[src/rtl/mem_stage_pkg.sv]
// Shared definitions for the memory stage: bus widths, bus field layouts and FSM encodings.
// The bus structs mirror the myCPU.h bit offsets, MSB first.
package mem_stage_pkg;

    localparam int ES_TO_MS_BUS_WD = 87;
    localparam int MS_TO_WS_BUS_WD = 70;
    localparam int MS_FORWARD_WD   = 72;

    typedef enum logic [1:0] {
        MS_IDLE = 2'd0,
        MS_WAIT = 2'd1,
        MS_DONE = 2'd2
    } ms_state_e;

    typedef struct packed {
        logic [3:0]  mul_div_op;
        logic        mul_div_sign;
        logic [1:0]  addr_lo;
        logic        mem_we;
        logic        ld_hu;
        logic        ld_h;
        logic        ld_bu;
        logic        ld_b;
        logic        ld_w;
        logic        st_h;
        logic        st_b;
        logic        st_w;
        logic        res_from_mem;
        logic        gr_we;
        logic [4:0]  dest;
        logic [31:0] alu_result;
        logic [31:0] pc;
    } es_to_ms_bus_t;

    typedef struct packed {
        logic        gr_we;
        logic [4:0]  dest;
        logic [31:0] final_result;
        logic [31:0] pc;
    } ms_to_ws_bus_t;

    typedef struct packed {
        logic        data_pending;
        logic [31:0] pc;
        logic [31:0] result;
        logic [4:0]  dest;
        logic        gr_we;
        logic        valid;
    } ms_forward_t;

    function automatic logic is_mem_op(input es_to_ms_bus_t b);
        return b.res_from_mem || b.mem_we;
    endfunction

endpackage

[src/rtl/mem_stage_load_ext.sv]
// Load data extraction: selects the addressed byte or halfword of a read word
// and sign- or zero-extends it to 32 bits.
module mem_stage_load_ext (
    input  logic [31:0] rdata,
    input  logic [1:0]  addr_lo,
    input  logic        ld_b,
    input  logic        ld_bu,
    input  logic        ld_h,
    input  logic        ld_hu,
    input  logic        ld_w,
    output logic [31:0] data
);

    logic [7:0]  byte_sel;
    logic [15:0] half_sel;

    // NOTE: every output of a combinational block gets a default first so no path can infer a latch.
    always_comb begin
        byte_sel = rdata[7:0];
        case (addr_lo)
            2'd0:    byte_sel = rdata[7:0];
            2'd1:    byte_sel = rdata[15:8];
            2'd2:    byte_sel = rdata[23:16];
            default: byte_sel = rdata[31:24];
        endcase
        half_sel = addr_lo[1] ? rdata[31:16] : rdata[15:0];
    end

    always_comb begin
        data = '0;
        if (ld_w)       data = rdata;
        else if (ld_b)  data = {{24{byte_sel[7]}}, byte_sel};
        else if (ld_bu) data = {24'd0, byte_sel};
        else if (ld_h)  data = {{16{half_sel[15]}}, half_sel};
        else if (ld_hu) data = {16'd0, half_sel};
    end

endmodule

[src/rtl/mem_stage.sv]
// Memory pipeline stage: waits for the data-SRAM response of loads/stores, extends load data,
// selects mul/div results and holds one completed response while writeback stalls.
module mem_stage
    import mem_stage_pkg::*;
(
    input  logic                       clk,
    input  logic                       reset,
    input  logic                       es_to_ms_valid,
    input  logic [ES_TO_MS_BUS_WD-1:0] es_to_ms_bus,
    output logic                       ms_allowin,
    input  logic                       ws_allowin,
    output logic                       ms_to_ws_valid,
    output logic [MS_TO_WS_BUS_WD-1:0] ms_to_ws_bus,
    output logic [MS_FORWARD_WD-1:0]   ms_forward,
    input  logic                       data_sram_data_ok,
    input  logic [31:0]                data_sram_rdata,
    input  logic [63:0]                mul_result,
    input  logic [31:0]                div_quotient,
    input  logic [31:0]                div_remainder
);

    es_to_ms_bus_t es_bus, bus_q, bus_d;
    ms_state_e     state_q, state_d;
    logic          ms_valid_q, ms_valid_d;
    logic [31:0]   rdata_buf_q, rdata_buf_d;

    logic          need_resp;
    logic          ms_ready_go;
    logic          mem_enter;
    logic          capture;
    logic [31:0]   load_src;
    logic [31:0]   load_data;
    logic [31:0]   final_result;
    logic          out_gr_we;
    ms_to_ws_bus_t ws_bus;
    ms_forward_t   fwd;

    assign es_bus = es_to_ms_bus_t'(es_to_ms_bus);

    // NOTE: state registers use non-blocking assignments so every flop samples pre-edge values.
    always_ff @(posedge clk or negedge reset) begin
        if (!reset) state_q <= MS_IDLE;
        else        state_q <= state_d;
    end

    always_comb begin
        state_d = state_q;
        unique case (state_q)
            MS_IDLE: if (mem_enter) state_d = MS_WAIT;
            MS_WAIT: begin
                if (data_sram_data_ok) begin
                    if (!ws_allowin)    state_d = MS_DONE;
                    else if (mem_enter) state_d = MS_WAIT;
                    else                state_d = MS_IDLE;
                end
            end
            MS_DONE: begin
                if (ws_allowin) state_d = mem_enter ? MS_WAIT : MS_IDLE;
            end
            default: state_d = MS_IDLE;
        endcase
    end

    always_comb begin
        need_resp      = ms_valid_q && is_mem_op(bus_q);
        ms_ready_go    = !need_resp || (state_q == MS_DONE)
                         || ((state_q == MS_WAIT) && data_sram_data_ok);
        ms_allowin     = !ms_valid_q || (ms_ready_go && ws_allowin);
        ms_to_ws_valid = ms_valid_q && ms_ready_go;
        mem_enter      = es_to_ms_valid && ms_allowin && is_mem_op(es_bus);
        capture        = (state_q == MS_WAIT) && data_sram_data_ok && !ws_allowin;
    end

    always_comb begin
        ms_valid_d  = ms_allowin ? es_to_ms_valid : ms_valid_q;
        bus_d       = (es_to_ms_valid && ms_allowin) ? es_bus : bus_q;
        rdata_buf_d = capture ? data_sram_rdata : rdata_buf_q;
    end

    always_ff @(posedge clk or negedge reset) begin
        if (!reset) begin
            ms_valid_q  <= 1'b0;
            bus_q       <= '0;
            rdata_buf_q <= '0;
        end else begin
            ms_valid_q  <= ms_valid_d;
            bus_q       <= bus_d;
            rdata_buf_q <= rdata_buf_d;
        end
    end

    // Once writeback has stalled a response, the live SRAM data bus is no longer trusted.
    assign load_src = (state_q == MS_DONE) ? rdata_buf_q : data_sram_rdata;

    mem_stage_load_ext u_load_ext (
        .rdata   (load_src),
        .addr_lo (bus_q.addr_lo),
        .ld_b    (bus_q.ld_b),
        .ld_bu   (bus_q.ld_bu),
        .ld_h    (bus_q.ld_h),
        .ld_hu   (bus_q.ld_hu),
        .ld_w    (bus_q.ld_w),
        .data    (load_data)
    );

    always_comb begin
        final_result = bus_q.alu_result;
        if (bus_q.res_from_mem)       final_result = load_data;
        else if (bus_q.mul_div_op[0]) final_result = mul_result[31:0];
        else if (bus_q.mul_div_op[1]) final_result = mul_result[63:32];
        else if (bus_q.mul_div_op[2]) final_result = div_quotient;
        else if (bus_q.mul_div_op[3]) final_result = div_remainder;
    end

    assign out_gr_we = bus_q.gr_we && !bus_q.mem_we;

    always_comb begin
        ws_bus              = '0;
        ws_bus.gr_we        = out_gr_we;
        ws_bus.dest         = bus_q.dest;
        ws_bus.final_result = final_result;
        ws_bus.pc           = bus_q.pc;

        fwd                 = '0;
        fwd.valid           = ms_valid_q;
        fwd.gr_we           = out_gr_we;
        fwd.dest            = bus_q.dest;
        fwd.result          = final_result;
        fwd.pc              = bus_q.pc;
        fwd.data_pending    = need_resp && !ms_ready_go;
    end

    assign ms_to_ws_bus = ws_bus;
    assign ms_forward   = fwd;

    logic unused_bits;
    assign unused_bits = ^{bus_q.mul_div_sign, bus_q.st_h, bus_q.st_b, bus_q.st_w};

endmodule

[config.mk]
export PLATFORM = sky130hd
export DESIGN_NAME = mem_stage
export DESIGN_NICKNAME = d
export VERILOG_FILES = /design/src/rtl/mem_stage_pkg.sv /design/src/rtl/mem_stage_load_ext.sv /design/src/rtl/mem_stage.sv
export SDC_FILE = /design/constraint.sdc
export NUM_CORES = 1
export LEC_CHECK = 0
export CAP_MARGIN = 20
export CORE_ASPECT_RATIO = 1.4
export CORE_UTILIZATION = 30
export CTS_CLUSTER_SIZE = 10
export DETAILED_ROUTE_END_ITERATION = 16
export DONT_BUFFER_PORTS = 1
export GPL_ROUTABILITY_DRIVEN = 0
export PLACE_DENSITY = 0.52
export SLEW_MARGIN = 10
export SYNTH_ARGS = -nofsm -noshare
export SYNTH_HDL_FRONTEND = slang
export SYNTH_SLANG_ARGS = --single-unit
[constraint.sdc]
create_clock -name clk -period 3.1 [get_ports clk]
set_input_delay 0.155 -clock clk [delete_from_list [all_inputs] [get_ports clk]]
set_output_delay 0.155 -clock clk [all_outputs]
set_load 0.02 [all_outputs]
==> flow_metrics.tcl, run 1 <==
set metrics [dict create \
    skew_ps 9.16 \
    track_usage 0.212 \
    slew_viol_final 0 \
    final_cell_count_no_fill 1084 \
    min_from "es_to_ms_valid" \
    hpwl_mm 20.7 \
    whs_path_depth 2 \
    regArea_um2 2950 \
    period_minus_slack_ps 2950 \
    drtIter0Drc 339 \
    max-vdd-ir-drop_v 0.000866 \
    syn_area_um2 7550 \
    core-area_um2 24700 \
    syn-mean-instance-area_um2 10.4 \
    io_pins 396 \
    relSlewSlack 0.470 \
    synthArstFlopShare 1.00 \
    clkSinkCount 118 \
    status "finished clean" \
    setup_viol 0 \
    combPwrFrac 0.515 \
    grt_first_pass_wirelength_mm 38.6 \
    synth_nets 981 \
    numCtsBuffers 17 \
    finalNetCount 1002 \
    r2r_setup_slack_ps 630 \
    grt_max_degree 119 \
    multiInputGateArea_um2 3570 \
    fp.dieArea_um2 25800 \
    r2r_cells 7 \
    syn2layout_area_growth_pct 20.6 \
    worstPathRequired_ps 2940 \
    start_util 0.306 \
    portBuffers 0 \
    holdPathEnd "bus_q[80]" \
    clk_pin_slew_ps 60 \
    fin_area_um2 9110 \
    ys_types 45 \
    internal-power_mw 5.83 \
    ys_seq_area_frac 0.391 \
    cts-root-buf "clkbuf_16" \
    clk_latency_ps 420 \
    drive_above_1_share 0.279 \
    criticalPathCategory "reg -> out" \
    rsz0062_at_grt "false" \
    synth_top_flop_cell "dfrtp_1" \
    fin_crit_sh 0.951 \
    cap_violations 0 \
    cp.arrival_ps 2790 \
    h-tree-depth 4 \
    crit-reg2reg-capture "bus_q[39]" \
    end_kind "output pin" \
    synth_seq_cells 118 \
    vias 5735 \
    switchingPower_mw 5.85 \
    worstSetupStartpointType "flop" \
    yosysWarnings 0 \
    num_rows 68 \
    crit_fanout 13 \
    viasPerCell 5.29 \
    fin_setup_tns_ps 0 \
    hold_path.class "in -> reg" \
    rr_startpoint "state_q[0]" \
    cts_tree "built" \
    die_h_um 190 \
    synthCells 729 \
    place_inst 923 \
    wl_mm 27.5 \
    drc 0 \
    clock.fmax_mhz 339 \
    finalPower_mw 11.7 \
    holdWs_ps 131 \
    power_frac_seq 0.311 \
    cellLeakagePower_nw 3.90 \
    worstMarginPinSlew_ps 795 \
    post_drt_wl_per_cell_um 25.4 \
    grt_pass1_vias 5979 \
    finalHoldViolCount 0 \
    switching_share 0.501 \
    num-fill-cells 2497 \
    grt-ovfl-total 0 \
    first_pass_iters 7 \
    synth-edff-count 0 \
    postPlaceCellArea_um2 7240 \
    antenna_found_initial 7 \
    dieWidth_um 136 \
    clock_tree.buffer_depth 2 \
    powerDensity_nw_per_um2 1280 \
    ant_nets 0 \
    power_frac_clock 0.173 \
]
[cell type report]
cell class / instances / area share
diodes: 6 / 0.00165
inverters: 5 / 0.00206
clock inverters: 12 / 0.0157
multi-input cells: 448 / 0.392
flip-flops and latches: 118 / 0.324
well taps: 315 / 0.0433
repair buffers: 160 / 0.170
clock buffers: 20 / 0.0512
[logic make-up (layout without fill, tap and decap cells)]
kind of cell	after synthesis	after routing	share of synthesized area
flip-flops	118	118	0.391
multiplexers	190	190	0.278
AO/OA/AOI/OAI	153	153	0.125
other	0	6	0
adder cells (fa/ha/maj)	1	1	0.00132
buffers and inverters	163	197	0.139
AND/OR/NAND/NOR	104	104	0.0659
[metrics by stage]
stage               setup WS, ps  utilization
global placement             481        0.293
finish                       151        0.369
detailed placement           478        0.293
CTS                         13.2        0.368
global route                47.2        0.369
floorplan                    694            -
[what timing repair did]
item | CTS | global route
setup buffers | 0 | 1
hold endpoints to repair | 236 | 0
gates resized for setup | 0 | 1
hold buffers | 122 | 0
setup endpoints to repair | 0 | 12
[state kept, by name, summed over array words and instances (netlist names)]
signal / cells
bus_q: 46
ms_forward: 37
ms_valid_q: 1
rdata_buf_q: 32
state_q: 2
[power by group through the flow]
| stage | clock network [mW] | registers, mW | logic [mW] |
|---|---|---|---|
| 6_report | 2.02 | 3.64 | 6.02 |
| 5_1_grt | 2.16 | 3.74 | 6.39 |
| 4_1_cts | 2.08 | 3.63 | 6.00 |
| 3_5_place_dp | 0 | 3.66 | 5.81 |
| 3_3_place_gp | 0 | 3.63 | 5.75 |
| 2_1_floorplan | 0 | 2.67 | 6.29 |
[synth_stat cells (all sizes together) (2+ instances only)]
| cell type | number | share of area |
|---|---|---|
| a211oi | 16 | 0.016 |
| a21o | 2 | 0.0020 |
| a21oi | 59 | 0.039 |
| a221oi | 10 | 0.014 |
| a31oi | 2 | 0.0017 |
| and2 | 4 | 0.0035 |
| and3 | 13 | 0.011 |
| buf | 130 | 0.12 |
| clkbuf | 28 | 0.014 |
| dfrtp | 118 | 0.39 |
| inv | 4 | 0.0020 |
| mux2 | 124 | 0.18 |
| mux2i | 63 | 0.083 |
| mux4 | 3 | 0.0094 |
| nand2 | 31 | 0.016 |
| nand2b | 5 | 0.0041 |
| nand3 | 8 | 0.0053 |
| nor2 | 35 | 0.017 |
| nor2b | 4 | 0.0043 |
| o2111a | 2 | 0.0030 |
| o211ai | 6 | 0.0060 |
| o21ai | 31 | 0.021 |
| o22ai | 19 | 0.016 |
[routing by layer]
layer | vias up | global-route usage | part of all wire
li1 | 2560 | - | -
met1 | 2805 | 0.255 | 0.40
met2 | 317 | 0.344 | 0.49
met3 | 53 | 0.0504 | 0.067
met4 | 0 | 0.119 | 0.040
met5 | - | 0 | 0
[how the worst max path moves through the flow]
stage	from	end	slack [ps]	depth (start not counted)
3_3_place_gp	state_q[1]	ms_to_ws_bus[58]	480	5
5_1_grt	bus_q[86]	ms_to_ws_bus[40]	50	7
4_1_cts	state_q[1]	ms_to_ws_bus[58]	10	5
2_1_floorplan	state_q[0]	ms_to_ws_bus[51]	690	7
6_report	state_q[1]	ms_to_ws_bus[52]	150	5
3_5_place_dp	state_q[1]	ms_to_ws_bus[58]	480	5
[cells in the final DEF (no fill, tap or decap), types with 3 or more instances in the layout]
cell type and instances:
o211ai_1 6, nand3_1 8, o22ai_1 19, dfrtp_1 117
clkbuf_8 3, a21oi_1 59, clkinv_4 3, inv_1 3
clkinvlp_4 4, nand2_1 29, inv_6 3, buf_4 36
diode_2 6, a211oi_1 15, nand2b_1 4, and2_1 3
a221oi_1 9, nor2b_1 3, mux2_2 124, o21ai_0 31
and3_2 4, and3_1 9, mux2i_1 63, dlygate4sd3_1 121
nor2_1 34, clkbuf_16 17
[critical path, stage by stage, from the launching register on]
cell	delay [ps]
dfrtp_1	410
nor2b_4	270
mux4_1	660
a221oi_4	440
nand2_4	210
and3_1	390
No activity file was read; power rests on OpenSTA's default activity.
==> run 2, diff against run 1 <==
--- a/config.mk
+++ b/config.mk
@@ -8,6 +8,7 @@
 export CAP_MARGIN = 20
 export CORE_ASPECT_RATIO = 1.4
 export CORE_UTILIZATION = 30
+export CTS_BUF_LIST = sky130_fd_sc_hd__clkbuf_8
 export CTS_CLUSTER_SIZE = 10
 export DETAILED_ROUTE_END_ITERATION = 16
 export DONT_BUFFER_PORTS = 1
==> flow_metrics.tcl, run 2 (same netlist as run 1, synthesis figures left out) <==
set metrics [dict create \
    hpwl_mm 20.7 \
    regArea_um2 2950 \
    h-tree-depth 4 \
    max-vdd-ir-drop_v 0.000865 \
    antenna_found_initial 6 \
    criticalPathCategory "reg -> out" \
    drtIter0Drc 334 \
    fin_setup_tns_ps 0 \
    holdWs_ps 95.8 \
    numCtsBuffers 17 \
    worstPathRequired_ps 2940 \
    first_pass_iters 5 \
    grtUsageMet3 0.0490 \
    vias 5713 \
    layout_commonest_cell "mux2_2" \
    rsz0062_at_grt "false" \
    clock.fmax_mhz 335 \
    setup_viol 0 \
    cts-root-buf "clkbuf_8" \
    r2r_cells 7 \
    drc 0 \
    clk_pin_slew_ps 70 \
    num-fill-cells 2518 \
    final_cell_mix "124 x mux2_2, 121 x dlygate4sd3_1, 117 x dfrtp_1" \
    viasPerCell 5.28 \
    powerDensity_nw_per_um2 1250 \
    post_drt_wl_per_cell_um 25.5 \
    top_register "bus_q" \
    final_cell_count_no_fill 1082 \
    grt_util_met1 0.254 \
    place_inst 923 \
    cellLeakagePower_nw 3.81 \
    top_usage_layer "met2" \
    grt_first_pass_wirelength_mm 38.6 \
    multiInputGateArea_um2 3570 \
    fp.dieArea_um2 25800 \
    die_h_um 190 \
    cap_violations 0 \
    crit_fanout 13 \
    end_kind "output pin" \
    portBuffers 0 \
    hold_path.class "in -> reg" \
    postPlaceCellArea_um2 7240 \
    fin_crit_sh 0.962 \
    clock_tree.buffer_depth 2 \
    syn2layout_area_growth_pct 18.0 \
    ant_nets 0 \
    track_usage 0.213 \
    grt-ovfl-total 0 \
    clk_latency_ps 440 \
    clkSinkCount 118 \
    grt_pass1_vias 5971 \
    whs_path_depth 2 \
    cp.arrival_ps 2830 \
    finalHoldViolCount 0 \
    start_util 0.306 \
    dieWidth_um 136 \
    core-area_um2 24700 \
    finalNetCount 1002 \
    cts_tree "built" \
    slew_viol_final 0 \
    io_pins 396 \
    num_rows 68 \
    wl_mm 27.6 \
    crit_chain "nor2b_4 > mux4_1 > a221oi_4 > nand2_4 > and3_1" \
    critPathMaxStageDelay_ps 660 \
    fin_area_um2 8910 \
    grt_max_degree 119 \
    crit_path_top_delay_cell "mux4_1" \
    worstSetupStartpointType "flop" \
    largest_reg_flops 46 \
    status "finished clean" \
    skew_ps 9.84 \
    use_met2 0.352 \
    worstMarginPinSlew_ps 792 \
    relSlewSlack 0.472 \
    drive_above_1_share 0.280 \
    period_minus_slack_ps 2980 \
]
==> run 2: cell count changes in the layout (fill, tap and decap cells not counted), sizes merged <==
cell   previous run  this run
diode             6         4
==> run 2: per-stage QoR <==
stage                     power (mW)  setup WS, ps  utilization
after floorplan                 8.96           694            -
after global routing            11.7          2.84        0.361
after global placement          9.39           481        0.293
after detailed placement        9.47           478        0.293
final                           11.1           117        0.361
after CTS                       11.2          11.8        0.360
==> run 2: path summary, 6_finish.rpt <==
| check | from | endpoint | slack (ps) |
|---|---|---|---|
| worst max-delay path | state_q[1] | ms_forward[26] | 120 |
| worst min-delay path | es_to_ms_valid | bus_q[70] | 100 |
| worst max register to register | state_q[1] | bus_q[39] | 610 |
| worst min register to register | bus_q[69] | bus_q[69] | 500 |
| max in group asynchronous | reset | rdata_buf_q[29] | 2130 |
| min in group asynchronous | reset | bus_q[37] | 310 |
==> run 2: power by group <==
group | total [mW] | internal [mW] | leakage, nW | switching, mW
logic | 6.02 | 2.27 | 2.21 | 3.75
registers | 3.63 | 2.30 | 1.41 | 1.33
clock network | 1.49 | 0.789 | 0.199 | 0.700
==> run 2: cell type report <==
type                       count  area share
clock buffer                  20      0.0309
clock inverter                12      0.0160
tap                          315      0.0442
inverter                       5     0.00211
antenna                        4     0.00112
sequential                   118       0.331
timing repair buffer         160       0.174
multi-input combinational    448       0.400
==> run 2: critical path: cells and delay by family (launching register included) <==
| family | cells | cell delay (ps) |
|---|---|---|
| DFF | 1 | 420 |
| and+or+nand+nor | 3 | 870 |
| muxes | 1 | 660 |
| AOI/OAI and AO/OA | 1 | 440 |
==> run 2: timing repair <==
| item | in CTS | in global routing |
|---|---|---|
| setup buffers | 0 | 1 |
| resized for setup | 1 | 1 |
| hold buffers | 122 | 0 |
| setup endpoints to repair | 2 | 30 |
| pin swaps | 0 | 1 |
| endpoints found under the hold margin | 236 | 0 |
==> run 2: metal layers <==
layer	part of all wire	vias up
met1	0.39	2806
met3	0.072	45
met4	0.040	0
li1	-	2550
met2	0.50	312
met5	0	-
